File: src/rtl/score_pkg.sv
// Shared constants for the score renderer: FSM encoding, default glyph size,
// background colour and the seven-segment shape of each decimal glyph.
package score_pkg;

  localparam logic [2:0] S_IDLE    = 3'd0;
  localparam logic [2:0] S_CONVERT = 3'd1;
  localparam logic [2:0] S_FETCH   = 3'd2;
  localparam logic [2:0] S_PLOT    = 3'd3;
  localparam logic [2:0] S_DONE    = 3'd4;

  localparam int DEF_GLYPH_W = 16;
  localparam int DEF_GLYPH_H = 32;
  localparam int BG_COLOUR   = 0;

  // Bit order {g,f,e,d,c,b,a}; codes 10..15 are empty glyphs.
  function automatic logic [6:0] seg_mask(input logic [3:0] d);
    case (d)
      4'd0:    seg_mask = 7'h3F;
      4'd1:    seg_mask = 7'h06;
      4'd2:    seg_mask = 7'h5B;
      4'd3:    seg_mask = 7'h4F;
      4'd4:    seg_mask = 7'h66;
      4'd5:    seg_mask = 7'h6D;
      4'd6:    seg_mask = 7'h7D;
      4'd7:    seg_mask = 7'h07;
      4'd8:    seg_mask = 7'h7F;
      4'd9:    seg_mask = 7'h6F;
      default: seg_mask = 7'h00;
    endcase
  endfunction

endpackage

File: src/rtl/digit_glyph_rom.sv
// Synchronous glyph ROM, address {digit,row,col}, one-cycle read latency, no backpressure.
// Contents are a seven-segment font built in logic; lit pixels use colour (digit % 7) + 1.
module digit_glyph_rom
  import score_pkg::*;
#(
  parameter int GLYPH_W  = DEF_GLYPH_W,
  parameter int GLYPH_H  = DEF_GLYPH_H,
  parameter int COLOUR_W = 3,
  localparam int CW = $clog2(GLYPH_W),
  localparam int RW = $clog2(GLYPH_H),
  localparam int AW = 4 + RW + CW
) (
  input  logic                clock,
  input  logic [AW-1:0]       address,
  output logic [COLOUR_W-1:0] q
);

  localparam int T     = (GLYPH_W / 8 > 0) ? GLYPH_W / 8 : 1;
  localparam int HALF  = GLYPH_H / 2;
  localparam int G_TOP = HALF - (T + 1) / 2;

  logic [6:0]          seg;
  logic                lit;
  logic [COLOUR_W-1:0] pix_d;
  int                  r;
  int                  c;

  always_comb begin
    seg = seg_mask(address[AW-1 -: 4]);
    r   = int'(address[CW +: RW]);
    c   = int'(address[CW-1:0]);
    lit = (seg[0] && r < T) ||
          (seg[3] && r >= GLYPH_H - T) ||
          (seg[6] && r >= G_TOP && r < G_TOP + T) ||
          (seg[5] && c < T && r < HALF) ||
          (seg[1] && c >= GLYPH_W - T && r < HALF) ||
          (seg[4] && c < T && r >= HALF) ||
          (seg[2] && c >= GLYPH_W - T && r >= HALF);
    pix_d = lit ? COLOUR_W'(int'(address[AW-1 -: 4]) % 7 + 1) : COLOUR_W'(BG_COLOUR);
  end

  always_ff @(posedge clock) begin
    q <= pix_d;
  end

endmodule

File: src/rtl/score_renderer.sv
// Converts a binary score to BCD (one shift per cycle) then plots every glyph pixel, MSD first.
// Two cycles per pixel (FETCH, PLOT); PLOT holds x/y/colour until plot_ready is seen high.
module score_renderer
  import score_pkg::*;
#(
  parameter int NUM_DIGITS = 4,
  parameter int SCORE_W    = 14,
  parameter int GLYPH_W    = DEF_GLYPH_W,
  parameter int GLYPH_H    = DEF_GLYPH_H,
  parameter int COLOUR_W   = 3,
  parameter int X_W        = 8,
  parameter int Y_W        = 7,
  parameter int LEAD_BLANK = 1
) (
  input  logic                clock,
  input  logic                reset,
  input  logic                start,
  input  logic [SCORE_W-1:0]  score,
  input  logic [X_W-1:0]      origin_x,
  input  logic [Y_W-1:0]      origin_y,
  input  logic                plot_ready,
  output logic [X_W-1:0]      x,
  output logic [Y_W-1:0]      y,
  output logic [COLOUR_W-1:0] colour,
  output logic                plot,
  output logic                busy,
  output logic                done
);

  localparam int CW = $clog2(GLYPH_W);
  localparam int RW = $clog2(GLYPH_H);
  localparam int DW = (NUM_DIGITS > 1) ? $clog2(NUM_DIGITS) : 1;
  localparam int KW = (SCORE_W > 1) ? $clog2(SCORE_W) : 1;
  localparam int BW = 4 * NUM_DIGITS;
  localparam int AW = 4 + RW + CW;

  localparam logic [31:0]   MAX_VAL  = 32'(10 ** NUM_DIGITS - 1);
  localparam logic [KW-1:0] LAST_CNT = KW'(SCORE_W - 1);
  localparam logic [CW-1:0] LAST_COL = CW'(GLYPH_W - 1);
  localparam logic [RW-1:0] LAST_ROW = RW'(GLYPH_H - 1);
  localparam logic [DW-1:0] LAST_DIG = DW'(NUM_DIGITS - 1);

  logic [2:0]            state_q, state_d;
  logic [SCORE_W-1:0]    bin_q, bin_d;
  logic [BW-1:0]         bcd_q, bcd_d;
  logic                  sat_q, sat_d;
  logic [KW-1:0]         cnt_q, cnt_d;
  logic [DW-1:0]         digit_q, digit_d;
  logic [RW-1:0]         row_q, row_d;
  logic [CW-1:0]         col_q, col_d;
  logic [X_W-1:0]        ox_q, ox_d;
  logic [Y_W-1:0]        oy_q, oy_d;

  logic [BW-1:0]         bcd_adj;
  logic [NUM_DIGITS-1:0] lz;
  logic                  zero_run;
  logic [3:0]            cur_digit;
  logic                  blank;
  logic                  last_pix;
  logic [COLOUR_W-1:0]   rom_q;

  // Add-3 correction on every BCD nibble ahead of the shift.
  always_comb begin
    bcd_adj = bcd_q;
    for (int i = 0; i < NUM_DIGITS; i++) begin
      if (bcd_q[4*i +: 4] >= 4'd5) begin
        bcd_adj[4*i +: 4] = bcd_q[4*i +: 4] + 4'd3;
      end
    end
  end

  // lz[i]: digits 0..i (MSD first) are all zero.
  always_comb begin
    zero_run = 1'b1;
    lz       = '0;
    for (int i = 0; i < NUM_DIGITS; i++) begin
      zero_run = zero_run && (bcd_q[4*(NUM_DIGITS-1-i) +: 4] == 4'd0);
      lz[i]    = zero_run;
    end
  end

  assign cur_digit = bcd_q[4*(NUM_DIGITS-1-int'(digit_q)) +: 4];
  assign blank     = (LEAD_BLANK != 0) && lz[digit_q] && (digit_q != LAST_DIG);
  assign last_pix  = (digit_q == LAST_DIG) && (row_q == LAST_ROW) && (col_q == LAST_COL);

  always_comb begin
    state_d = state_q;
    bin_d   = bin_q;
    bcd_d   = bcd_q;
    sat_d   = sat_q;
    cnt_d   = cnt_q;
    digit_d = digit_q;
    row_d   = row_q;
    col_d   = col_q;
    ox_d    = ox_q;
    oy_d    = oy_q;
    case (state_q)
      S_IDLE: begin
        if (start) begin
          state_d = S_CONVERT;
          bin_d   = score;
          sat_d   = (32'(score) > MAX_VAL);
          bcd_d   = '0;
          cnt_d   = '0;
          ox_d    = origin_x;
          oy_d    = origin_y;
        end
      end
      S_CONVERT: begin
        bcd_d = {bcd_adj[BW-2:0], bin_q[SCORE_W-1]};
        bin_d = {bin_q[SCORE_W-2:0], 1'b0};
        cnt_d = cnt_q + KW'(1);
        if (cnt_q == LAST_CNT) begin
          if (sat_q) begin
            bcd_d = {NUM_DIGITS{4'd9}};
          end
          state_d = S_FETCH;
          digit_d = '0;
          row_d   = '0;
          col_d   = '0;
        end
      end
      S_FETCH: state_d = S_PLOT;
      S_PLOT: begin
        if (plot_ready) begin
          if (last_pix) begin
            state_d = S_DONE;
          end else begin
            state_d = S_FETCH;
            col_d   = col_q + CW'(1);
            if (col_q == LAST_COL) begin
              row_d = row_q + RW'(1);
              if (row_q == LAST_ROW) begin
                digit_d = digit_q + DW'(1);
              end
            end
          end
        end
      end
      S_DONE:  state_d = S_IDLE;
      default: state_d = S_IDLE;
    endcase
  end

  always_ff @(posedge clock or posedge reset) begin
    if (reset) begin
      state_q <= S_IDLE;
      bin_q   <= '0;
      bcd_q   <= '0;
      sat_q   <= 1'b0;
      cnt_q   <= '0;
      digit_q <= '0;
      row_q   <= '0;
      col_q   <= '0;
      ox_q    <= '0;
      oy_q    <= '0;
    end else begin
      state_q <= state_d;
      bin_q   <= bin_d;
      bcd_q   <= bcd_d;
      sat_q   <= sat_d;
      cnt_q   <= cnt_d;
      digit_q <= digit_d;
      row_q   <= row_d;
      col_q   <= col_d;
      ox_q    <= ox_d;
      oy_q    <= oy_d;
    end
  end

  digit_glyph_rom #(
    .GLYPH_W  (GLYPH_W),
    .GLYPH_H  (GLYPH_H),
    .COLOUR_W (COLOUR_W)
  ) u_rom (
    .clock   (clock),
    .address ({cur_digit, row_q, col_q}),
    .q       (rom_q)
  );

  // Outputs decode from state so an asynchronous reset silences plot at once.
  assign plot   = (state_q == S_PLOT);
  assign busy   = (state_q != S_IDLE);
  assign done   = (state_q == S_DONE);
  assign x      = plot ? ox_q + X_W'(int'(digit_q) * GLYPH_W) + X_W'(col_q) : '0;
  assign y      = plot ? oy_q + Y_W'(row_q) : '0;
  assign colour = (plot && !blank) ? rom_q : COLOUR_W'(BG_COLOUR);

endmodule

File: config.mk
export PLATFORM = sky130hd
export DESIGN_NAME = score_renderer
export DESIGN_NICKNAME = d
export VERILOG_FILES = /design/src/rtl/score_pkg.sv /design/src/rtl/digit_glyph_rom.sv /design/src/rtl/score_renderer.sv
export SDC_FILE = /design/constraint.sdc
export NUM_CORES = 1
export LEC_CHECK = 0
export ABC_AREA = 0
export ABC_CLOCK_PERIOD_IN_PS = 8800
export CORE_MARGIN = 10
export CORE_UTILIZATION = 55
export DETAILED_ROUTE_END_ITERATION = 16
export DONT_BUFFER_PORTS = 1
export HOLD_SLACK_MARGIN = 0.02
export MAX_ROUTING_LAYER = met4
export PLACE_DENSITY = 0.74
export SETUP_SLACK_MARGIN = 0.2
export SLEW_MARGIN = 20
export SYNTH_ARGS = -nofsm -noshare
export SYNTH_HDL_FRONTEND = slang
export SYNTH_HIERARCHICAL = 1
export SYNTH_SLANG_ARGS = --single-unit
File: constraint.sdc
create_clock -name clock -period 8.8 [get_ports clock]
set_input_delay 1.76 -clock clock [delete_from_list [all_inputs] [get_ports clock]]
set_output_delay 1.76 -clock clock [all_outputs]
set_load 0.02 [all_outputs]
# Word-level counts from Yosys, hierarchy flattened
# Memory sizes are Yosys's and may differ from the RTL's.
# Cells that the tools add are included.
[classes] muxes=37 div=1 n_shift=1 eq_ne=15 add_sub_neg=13 n_lt_le_gt_ge=14 n_reduce_logical=40
[ops] op="$mux W16" count=3
[ops] op="$mod A5 B4 Y32 const B" count=1
[ops] op="$pmux W16 S2" count=1
[ops] op="$mux W4" count=7
[ops] op="$pmux W14 S2" count=1
[ops] op="$mux W5" count=4
[ops] op="$logic_and A1 B1 Y1" count=19
[ops] op="$mux W3" count=6
[ops] op="$ge A4 B3 Y1 const B" count=4
[ops] op="$logic_not A4 Y1" count=4
[ops] op="$pmux W4 S2" count=2
[ops] op="$shiftx A16 B5 Y4" count=1
[ops] op="$gt A14 B14 Y1 const B" count=1
[ops] op="$mux W14" count=1
[ops] op="$add A4 B2 Y4 const B" count=3
[ops] op="$pmux W3 S4" count=1
[ops] op="$ge A5 B5 Y1 const B" count=2
[ops] op="$lt A5 B5 Y1 const B" count=2
[ops] op="$mux W2" count=5
[ops] op="$ne A2 B2 Y1 const B" count=5
[ops] op="$pmux W5 S2" count=1
[ops] op="$add A4 B1 Y4 const B" count=2
[ops] op="$add A8 B4 Y8" count=1
[ops] op="$add A8 B6 Y8" count=1
[ops] op="other kinds (32)" count=43
[word_totals] wordCells=133 reg_bits=67 input_bits=33 output_inout_bits=21 rom_bits=112 memories=1
[mem_list] memory="(name not given)" words=16 width=7 rd=1 rd_ports_with_merged_regs=0 wr=0 line="score_pkg.sv:17" source="case (d)"

# Logic depth before layout (Yosys ltp)
# Gate-level depths: netlist of the first run.
[depth] word_depth=10 mapped_depth=13 depth_no_buf=12

# By module
# Netlist of the first run, hierarchy kept.
[by_module_without_submodules] mod="score_renderer" area_per_inst_um2=4018.9 cells_per_inst=423 n_inst=1
[by_module_without_submodules] mod="digit_glyph_rom" area_per_inst_um2=524.3 cells_per_inst=63 n_inst=1

# Worst setup path before layout of the first run
# Ideal clock, no wire load.
[synth_timing] path_kind="register to output" startpoint="register col_q[0]" endpoint="output port x[6]" path_stages_with_launch=7 setup_slack_ps=5086 arrival_time_ps=1954 path_cell_list="dfrtp_1 -> ha_1 -> fa_1 -> a21oi_1 -> o21ai_0 -> and4b_1 -> or3_1"
[synth_via] elab_chain_cells=2
[synth_lines] element="from (decl)" line="score_renderer.sv:50" source="logic [CW-1:0] col_q, col_d;"
[synth_lines] element="from (signal assigned)" line="score_renderer.sv:165" source="col_q <= col_d;"
[synth_lines] element="$add A8 B4 Y8" line="score_renderer.sv:185" source="assign x = plot ? ox_q + X_W'(int'(digit_q) * GLYPH_W) + X_W'(col_q) : '0;"
[synth_lines] element="$mux W8" line="score_renderer.sv:185"
[synth_lines] element="to (decl)" line="score_renderer.sv:22" source="output logic [X_W-1:0] x,"
# No other way between the ends.

# Worst setup path after layout of the first run
[layout_timing] startpoint="register state_q[1]" endpoint="output port x[3]"
[layout_via] elab_chain_cells=2
[layout_lines] element="from (decl)" line="score_renderer.sv:43" source="logic [2:0] state_q, state_d;"
[layout_lines] element="from (signal assigned)" line="score_renderer.sv:158" source="state_q <= state_d;"
[layout_lines] element="$eq A3 B2 Y1" line="score_renderer.sv:182" source="assign plot = (state_q == S_PLOT);"
[layout_lines] element="via plot" line="score_renderer.sv:25" source="output logic plot,"
[layout_lines] element="$mux W8" line="score_renderer.sv:185"
# The timed path passes the listed nets, and every way through them passes these cells.

==> results of run 1 <==
-- per-stage QoR --
| stage | worst slack (ns) | cells |
|---|---|---|
| after floorplan | 5.09 | 486 |
| after global routing | 4.02 | 590 |
| after detailed placement | 4.66 | 574 |
| final | 4.29 | 590 |
| after global placement | 4.76 | 574 |
| after CTS | 4.26 | 590 |
-- layout make-up --
class | instances | area, sq um | share of cell area [%]
clock buffer | 9 | 124 | 2.58
clock inverter | 7 | 77.6 | 1.61
inverter | 25 | 93.8 | 1.95
multi-input combinational | 374 | 2700 | 56.1
sequential | 67 | 1660 | 34.6
tap | 105 | 131 | 2.73
timing repair buffer | 3 | 22.5 | 0.469
-- flip-flops by register name, summed over array words and instances, names as in the netlist --
| name | count |
|---|---|
| digit_q | 2 |
| cnt_q | 4 |
| row_q | 5 |
| bin_q | 14 |
| ox_q | 8 |
| sat_q | 1 |
| bcd_q | 16 |
| u_rom/q | 3 |
| state_q | 3 |
| oy_q | 7 |
| col_q | 4 |
-- report_power, final --
group	total [mW]	internal [mW]	switching, mW	leakage [nW]
sequential	0.354	0.325	0.0294	0.695
clock	0.263	0.133	0.130	0.0998
combinational	0.142	0.0520	0.0898	1.24
-- layer usage --
| metal | up-vias | part of all wire [%] |
|---|---|---|
| li1 | 1751 | - |
| met1 | 1685 | 46 |
| met2 | 87 | 46 |
| met3 | 13 | 6.9 |
| met4 | 0 | 1.6 |
| met5 | - | 0 |
-- worst max-delay path: stages, from the launching register on --
cell and delay [ns]:
dfrtp_1 0.55, nand3b_1 0.57, inv_1 0.69, o21ai_0 0.17, a21oi_1 0.42
-- worst min-delay path by stage --
stage | depth (start not counted) | to | start | slack (ns)
2_1_floorplan | 2 | bin_q[10] | bin_q[9] | 0.45
3_3_place_gp | 2 | bin_q[9] | bin_q[8] | 0.46
6_report | 2 | bin_q[4] | bin_q[3] | 0.47
3_5_place_dp | 2 | bin_q[1] | bin_q[0] | 0.47
5_1_grt | 1 | cnt_q[3] | cnt_q[3] | 0.51
4_1_cts | 2 | bin_q[4] | bin_q[3] | 0.49
-- kinds of logic after synthesis --
family                     after synthesis  synth area share, %
muxes                                   42                 10.9
AOI/OAI and AO/OA                      123                 16.2
xor gates and xnor gates                 9                 1.74
DFF                                     67                 36.6
and+or+nand+nor                        159                 18.7
buffers and inverters                   45                 4.32
adders and majority gates               41                 11.6
-- cell usage after synthesis, types with 9 or more instances --
master and count:
nor3b_1 11, o21ai_0 57, mux2_2 19, ha_1 39, clkbuf_1 10, nand2_1 49
inv_1 25, nor3_1 14, dfrtp_1 64, mux2i_1 19, nand3_1 12, nor2_1 22
xnor2_1 9, a21oi_1 24
==> impl_metrics.yaml, run 1 <==
outcome:
  run_status: "completed"
die:
  initial_utilization_pct: 55.9
  die_h_um: 111
  core-area_sq_um: 8130
  dieArea_sq_um: 12300
  rows: 33
  pin_count: 54
  die_w_um: 111
cts:
  htree_levels: 3
  postCtsSetupRepairBufs: 0
  cts_tree: "built"
  clk-insertion-delay-late_ns: 0.36
  clock-sinks: 67
  cts_hold_buf: 0
  clk_path_buf_depth: 2
  cts_resized: 0
  cts_buffers: 9
  clk_pin_slew_worst_paths_ns: 0.08
  cts.root.buffer_cell: "clkbuf_8"
detailed_routing:
  wl_per_cell_um: 16.3
  finalWirelength_um: 9640
  post-route-drc-count: 0
  vias_per_cell: 5.99
  antenna_violating_nets_post_route: 0
  vias: 3536
  first_pass_iters: 4
  drt_iter0_drc: 176
power_and_ir_drop:
  cellPowerDensity_nw_per_um2: 158
  ir_drop_mv: 0.0946
  p_total_mw: 0.759
  p_leak_nw: 2.03
placement:
  dpl.hpwl_um: 6970
  gp_congestion: 0.860
  post_dp_cell_area_sq_um: 4610
  io_buffers: 0
timing:
  hold_slack_ns: 0.473
  finalHoldViolations: 0
  period_minus_slack_ns: 4.51
  slew_headroom_pct: 35.3
  period_share_pct: 51.3
  fmax_mhz: 222
  worst_slew_pin_slew_ns: 0.967
  setup_tns_ns: 0
  clock_skew_ns: 0.0110
  finalSetupViolCount: 0
  maxSlewViolCount: 0
  rsz0062_at_grt: "false"
grt:
  track_usage_pct: 16.0
  met3_usage_pct: 4.49
  grt_pass1_vias: 3431
  met2_usage_pct: 24.5
  top_usage_layer: "met2"
  grt_max_degree: 65
  grt_pass1_wl_um: 16400
  gr-total-overflow: 0
  grt_use_met1_pct: 19.8
  antenna_found_initial: 0
yosys:
  yosys.area.top_type_share_pct: 35.3
  netlist_area_sq_um: 4540
  ys_seq_area_share_pct: 36.6
  synth_edf_count: 0
  yosys.area.top_type: "dfrtp_1"
  syn_nets: 560
  syn_avg_cell_area_sq_um: 9.35
  synth_area_leaders: "dfrtp_1, ha_1, o21ai_0"
  synth_cells: 486
  synth_flop_cell: "dfrtp_1"
  yosysUniqueCellTypes: 59
  ys.warnings.count: 6
  ys_ff_latch: 67
  async_flop_share_pct: 95.5
layout:
  drive_gt1_share_pct: 10.9
  num-fill-cells: 710
  fin_nets: 554
  mostFrequentLayoutCells: "dfrtp_1, o21ai_0, nand2_1, ha_1"
  final_common_cell: "dfrtp_1"
  final_util_pct: 59.1
  stdcell_area_sq_um: 4810
  syn_to_final_growth_pct: 5.81
  insertedDiodeCount: 0
worst_setup_path:
  cp-endpoint: "x[3]"
  crit_arrival_ns: 2.75
  reg2reg_depth: 12
  rrSetupSlack_ns: 5.21
  rr_startpoint: "digit_q[0]"
  required_ns: 7.04
  endpoint_kind: "output pin"
  crit_start: "state_q[1]"
  r2r-end: "u_rom/q[2]"
  path_class: "flop to output pin"
  cp-start-kind: "flop"
  crit_fanout: 17
flow_run:
  maxCapViolations: 0
worst_hold_path:
  hold_class: "flop to flop"
Note: power is estimated with default switching activity, not from simulation.
==> run 2: changes to the inputs <==
ABC_AREA = 1   (was 0)
ABC_CLOCK_PERIOD_IN_PS = 3700   (was 8800)
PLACE_DENSITY = 0.77   (was 0.74)
clock period = 3.7 ns   (was 8.8 ns; I/O delays follow)
==> run 2 against run 1 <==
  * Combinational power grew to 17 times the previous value
  * Clock power grew 110%
  * Global-route usage grew 1.7 points
  * Die area grew 5.4%
  * Largest cell class unchanged
  * Cell area grew 5.5%
  * Sequential cell count is the same
  * Clock skew grew 0.0023 ns
  * Synthesized cell count grew 35%
  * Via count grew 21%
  * Sequential share of layout area shrank 1.8 points
  * Setup slack lost 3.7 ns
  * Sequential power grew to 3.6 times the previous value
==> impl_metrics.yaml, run 2 <==
outcome:
  run_status: "completed"
placement:
  dpl.hpwl_um: 8230
  io_buffers: 0
  gp_congestion: 0.894
  dp_slack_ns: 0.482
yosys:
  synth_cells: 657
  synth_edf_count: 0
  netlist_area_sq_um: 4840
  yosysUniqueCellTypes: 44
  yosys.area.top_type: "dfrtp_1"
  ys_seq_area_share_pct: 34.3
  synth_flop_cell: "dfrtp_1"
  syn_avg_cell_area_sq_um: 7.37
  synth_area_leaders: "dfrtp_1, nand2_1, ha_1"
  yosysMostFrequentCell: "nand2_1"
  syn_nets: 731
  ys.warnings.count: 6
  yosys.area.top_type_share_pct: 33.1
  synth_common_cells: "nand2_1, inv_1, dfrtp_1"
  async_flop_share_pct: 95.5
  ys_ff_latch: 67
worst_setup_path:
  required_ns: 4.00
  cp_slowest_stage_delay_ns: 0.51
  endpoint_kind: "flop"
  worst-path-buf-inv: 3
  cp-start-kind: "flop"
  crit_arrival_ns: 3.37
  rrSetupSlack_ns: 0.63
  crit_top_cell: "ha_1"
  path_class: "flop to flop"
  crit_fanout: 13
  crit_family: "adder cells"
  cp_cell_sequence: "inv_1, o21ai_0, a21oi_1, a21oi_2, ha_1, ha_1, inv_1, nand2_2, xor2_1, ha_1, nand3_4, nand3_1, nand2_2, ha_1, nand3b_1, nand2_1, nand2_1, inv_1"
  critPathSlowestCell: "dfrtp_1"
layout:
  syn_to_final_growth_pct: 4.73
  drive_gt1_share_pct: 9.65
  fin_nets: 732
  reg_top3: "bcd_q (16), bin_q (14), ox_q (8)"
  insertedDiodeCount: 0
  final_common_cell: "nand2_1"
  largest_reg_flops: 16
  mostFrequentLayoutCells: "nand2_1, inv_1, dfrtp_1, o21ai_0, nor2_1"
  regMostFlops: "bcd_q"
cts:
  cts_resized: 0
  cts.root.buffer_cell: "clkbuf_8"
  clk-insertion-delay-late_ns: 0.36
  cts_buffers: 9
  clk_path_buf_depth: 2
  cts_hold_buf: 0
  clk_pin_slew_worst_paths_ns: 0.08
  htree_levels: 3
  clock-sinks: 67
  postCtsSetupRepairBufs: 0
  cts_tree: "built"
die:
  core-area_sq_um: 8640
  die_h_um: 114
  pin_count: 54
  dieArea_sq_um: 13000
  die_w_um: 114
  initial_utilization_pct: 56.1
  rows: 34
timing:
  hold_slack_ns: 0.209
  maxSlewViolCount: 0
  finalSetupViolCount: 0
  rsz0062_at_grt: "false"
  fin_ws_ns: 0.635
  clock_skew_ns: 0.0133
  slew_headroom_pct: 48.9
  setup_tns_ns: 0
  fmax_mhz: 326
  period_minus_slack_ns: 3.07
  finalHoldViolations: 0
  worst_slew_pin_slew_ns: 0.766
  period_share_pct: 82.8
grt:
  grt_pass1_wl_um: 18800
  track_usage_pct: 17.7
  grt_pass1_vias: 4048
  antenna_found_initial: 0
  grt_max_degree: 51
  gr-total-overflow: 0
detailed_routing:
  post-route-drc-count: 0
  antenna_violating_nets_post_route: 0
  first_pass_iters: 5
  vias_per_cell: 5.56
  wl_per_cell_um: 14.2
  drt_iter0_drc: 246
  finalWirelength_um: 10900
  vias: 4283
power_and_ir_drop:
  ir_drop_mv: 0.417
  p_leak_nw: 2.56
  cellPowerDensity_nw_per_um2: 829
flow_run:
  maxCapViolations: 0
worst_hold_path:
  hold_class: "primary input to async pin"
-- run 2: changes by cell type after synthesis, sizes merged, moves of 13 or more --
cell	before	now
inv	25	87
mux2	19	0
mux2i	19	1
nand2	49	193
nand3	12	41
nor2	22	47
o21ai	59	72
-- run 2: layout make-up --
| class | count | area [sq um] |
|---|---|---|
| Inverter | 87 | 327 |
| Timing Repair Buffer | 6 | 45.0 |
| Clock buffer | 10 | 138 |
| Fill cell | 781 | 3570 |
| Multi-Input combinational cell | 487 | 2720 |
| Clock inverter | 6 | 40.0 |
| Sequential cell | 67 | 1660 |
| Tap cell | 108 | 135 |
-- run 2: logic make-up (layout without fill, tap and decap cells) --
group / after synthesis / in the layout / share of synthesized area, %
buffers and inverters: 103 / 109 / 9.56
AOI/OAI and AO/OA: 128 / 128 / 15.6
muxes: 1 / 1 / 0.207
adders and majority gates: 41 / 41 / 10.9
DFF: 67 / 67 / 34.3
xor gates and xnor gates: 6 / 6 / 1.09
and+or+nand+nor: 311 / 311 / 28.4
-- run 2: report_power, final --
part	total [mW]	switching, mW	internal, mW
Combinational	2.38	1.58	0.799
Sequential	1.26	0.241	1.02
Clock	0.561	0.300	0.261
Total	4.20	2.12	2.08
-- run 2: worst paths after layout --
check / start / endpoint / cells after the start
worst min-delay path: reset / bin_q[2] / 1
max in group asynchronous: reset / bcd_q[8] / 2
worst max-delay path: digit_q[0] / u_rom/q[2] / 18
min in group clock: ox_q[5] / ox_q[5] / 2
worst min register to register: ox_q[5] / ox_q[5] / 2
worst max register to register: digit_q[0] / u_rom/q[2] / 18
-- run 2: stage by stage --
stage                     power (mW)  cell area, sq um  util (%)  std cells
after floorplan                 3.20              4840         -        657
after global routing            4.65              5070      58.7        771
after CTS                       4.21              5060      58.6        771
after global placement          3.52              4880      56.6        755
final                           4.20              5070      58.7        771
after detailed placement        3.64              4880      56.6        755
-- run 2: per-layer routing --
metal	global-route usage [%]	vias to the layer above	routed length (um)
met3	2.78	24	531
met1	22.1	1999	4900
met4	7.35	0	262
met5	-	-	0
li1	-	2138	-
met2	28.2	122	5230
-- run 2: worst register-to-register path, stage by stage (launching register included) --
cell and delay, ns:
dfrtp_1 0.51, inv_1 0.23, o21ai_0 0.20, a21oi_1 0.07, a21oi_2 0.26, ha_1 0.21
ha_1 0.16, inv_1 0.07, nand2_2 0.09, xor2_1 0.19, ha_1 0.24, nand3_4 0.11
nand3_1 0.10, nand2_2 0.07, ha_1 0.20, nand3b_1 0.16, nand2_1 0.07, nand2_1 0.05
inv_1 0.04
==> run 3: changes to the inputs <==
ABC_AREA = 0   (was 1)
ABC_CLOCK_PERIOD_IN_PS = 2600   (was 3700)
clock period = 2.6 ns   (was 3.7 ns; I/O delays follow)
==> run 3 against run 2 <==
  * The flow now finishes with violations (negative setup slack)
  * Critical path depth fell by 6
  * Clock power rose by 82%
  * Clock skew fell by 0.0053 ns
  * Non-clock buffer count rose by 75
  * Setup slack got worse by 0.92 ns
  * Sequential power fell by 6%
  * Global-route usage rose by 0.93 points
  * Hold slack got worse by 0.087 ns
  * Count of clock-buffer cells in the layout fell by 1
  * Power fell by 29%
  * Register-to-register slack got worse by 0.92 ns
  * Critical endpoint unchanged
  * Largest power group is now registers
==> impl_metrics.yaml, run 3 (same netlist as run 1, synthesis figures left out) <==
detailed_routing:
  wl_per_cell_um: 17.6
  drt_iter0_drc: 262
  vias: 4005
  antenna_violating_nets_post_route: 0
  post-route-drc-count: 0
  first_pass_iters: 5
  finalWirelength_um: 11800
  vias_per_cell: 6.00
grt:
  grt_max_degree: 39
  grt_pass1_wl_um: 19000
  met2_usage_pct: 30.2
  top_usage_layer: "met2"
  grt_use_met1_pct: 21.7
  met3_usage_pct: 5.09
  gr-total-overflow: 0
  grt_pass1_vias: 3986
  antenna_found_initial: 0
  track_usage_pct: 18.7
timing:
  fin_ws_ns: -0.283
  period_minus_slack_ns: 2.88
  finalSetupViolCount: 7
  worst_slew_pin_slew_ns: 0.687
  hold_slack_ns: 0.121
  slew_headroom_pct: 54.0
  fmax_mhz: 347
  finalHoldViolations: 0
  clock_skew_ns: 0.00799
  maxSlewViolCount: 0
  period_share_pct: 111
  rsz0062_at_grt: "true"
layout:
  regMostFlops: "bcd_q"
  reg_top3: "bcd_q (16), bin_q (14), ox_q (8)"
  mostFrequentLayoutCells: "buf_4, dfrtp_1, o21ai_0, nand2_1, ha_1"
  num-fill-cells: 581
  fin_nets: 632
  largest_reg_flops: 16
  instances_no_fill: 668
  final_common_cell: "buf_4"
  drive_gt1_share_pct: 34.5
  syn_to_final_growth_pct: 29.3
  insertedDiodeCount: 0
die:
  die_h_um: 111
  pin_count: 54
  rows: 33
  die_w_um: 111
  dieArea_sq_um: 12300
  initial_utilization_pct: 55.9
  core-area_sq_um: 8130
worst_setup_path:
  path_class: "flop to flop"
  crit_arrival_ns: 3.11
  cp-start-kind: "flop"
  crit_top_cell: "ha_4"
  cp_cell_sequence: "mux4_2, ha_4, ha_4, a31oi_4, xnor2_2, ha_2, inv_2, o21bai_4, mux2_4, ha_4, nor3_2, a211oi_2"
  rrSetupSlack_ns: -0.28
  r2r-end: "u_rom/q[2]"
  cp_slowest_stage_delay_ns: 0.59
  required_ns: 2.83
  crit_fanout: 5
  endpoint_kind: "flop"
  rr_startpoint: "digit_q[0]"
  critPathSlowestCell: "mux4_2"
  reg2reg_depth: 12
outcome:
  run_status: "finished with violations"
  violations: "negative setup slack"
worst_hold_path:
  hold_class: "primary input to async pin"
cts:
  cts.root.buffer_cell: "clkbuf_8"
  htree_levels: 3
  clk_path_buf_depth: 2
  cts_tree: "built"
  clock-sinks: 67
  cts_hold_buf: 0
  clk-insertion-delay-late_ns: 0.36
  clk_pin_slew_worst_paths_ns: 0.08
  cts_buffers: 9
power_and_ir_drop:
  comb_power_share_pct: 26.6
  cellPowerDensity_nw_per_um2: 511
  pwr-share-seq_pct: 39.4
  power_switching_mw: 0.987
  p_total_mw: 3.00
  intPower_mw: 2.01
  switching_share_pct: 32.9
  ir_drop_mv: 0.306
  clkPwrFrac_pct: 34.0
  p_leak_nw: 2.44
placement:
  dp_cells: 626
  gp_congestion: 0.885
  dpl.hpwl_um: 7860
  io_buffers: 0
flow_run:
  maxCapViolations: 0
[run 3: cell count changes in the layout (fill, tap and decap cells not counted), moves of 11 or more]
cell     previous run  this run
mux2i_1             1        19
buf_4               6        72
ha_1               39        23
nand3_1            36        11
mux2_2              0        18
nand2_1           184        48
inv_1              81        20
ha_4                0        13
o21ai_1            18         4
nor2_1             43        21
a21oi_1            29        18
[run 3: power groups by stage]
stage                     Sequential, mW  Combinational, mW  Clock, mW
final                               1.18              0.797       1.02
after CTS                           1.18              0.704       1.03
after floorplan                     1.19              0.414          0
after global routing                1.19              0.863       1.08
after global placement              1.20              0.544          0
after detailed placement            1.21              0.565          0
[run 3: final cells by class]
type	instances	area (sq um)	share of cell area [%]
sequential	67	1670	28.5
clock buffer	9	124	2.11
clock inverter	7	105	1.79
timing repair buffer	81	659	11.2
tap	105	131	2.24
multi-input combinational	374	3090	52.5
inverter	25	97.6	1.66
[run 3: metrics by stage]
stage | area (sq um) | setup WS (ns) | TNS [ns] | utilization (%)
finish | 5880 | -0.283 | -1.06 | 72.2
global route | 5880 | -0.403 | -1.84 | 72.2
CTS | 5700 | -0.292 | -0.722 | 70.0
detailed placement | 5090 | -0.390 | -0.751 | 62.6
global placement | 5090 | -0.296 | -0.558 | 62.6
floorplan | 4630 | -0.390 | -0.741 | -
[run 3: worst max-delay path, delay by kind of cell, from the launching register on]
kind / cells / cell delay, ns
mux: 2 / 0.92
fa+ha+maj: 4 / 0.74
flops: 1 / 0.43
compound gates: 3 / 0.37
xor+xnor: 1 / 0.14
simple gates: 1 / 0.12
buf+inv: 1 / 0.05
[run 3: timing repair]
item,CTS,global route
endpoints found under the setup margin,18,20
buffers inserted,13,13
endpoints found under the hold margin,0,0
resized for setup,56,19
pin swaps,22,24
[run 3: how the worst max path moves through the flow]
stage | start | depth (start not counted) | slack (ns) | end
CTS | digit_q[0] | 12 | -0.29 | u_rom/q[2]
finish | digit_q[0] | 12 | -0.28 | u_rom/q[2]
floorplan | digit_q[0] | 13 | -0.39 | u_rom/q[2]
global placement | digit_q[0] | 12 | -0.30 | u_rom/q[2]
detailed placement | digit_q[0] | 12 | -0.39 | u_rom/q[2]
global route | digit_q[0] | 11 | -0.40 | u_rom/q[1]
[run 3: per-layer routing]
layer  vias up  part of all wire, %  wire length (um)
met5         -                    0                 0
met4         0                  2.0               233
met3        22                  6.6               778
met2       122                   51              5970
met1      1963                   41              4780
li1       1898                    -                 -
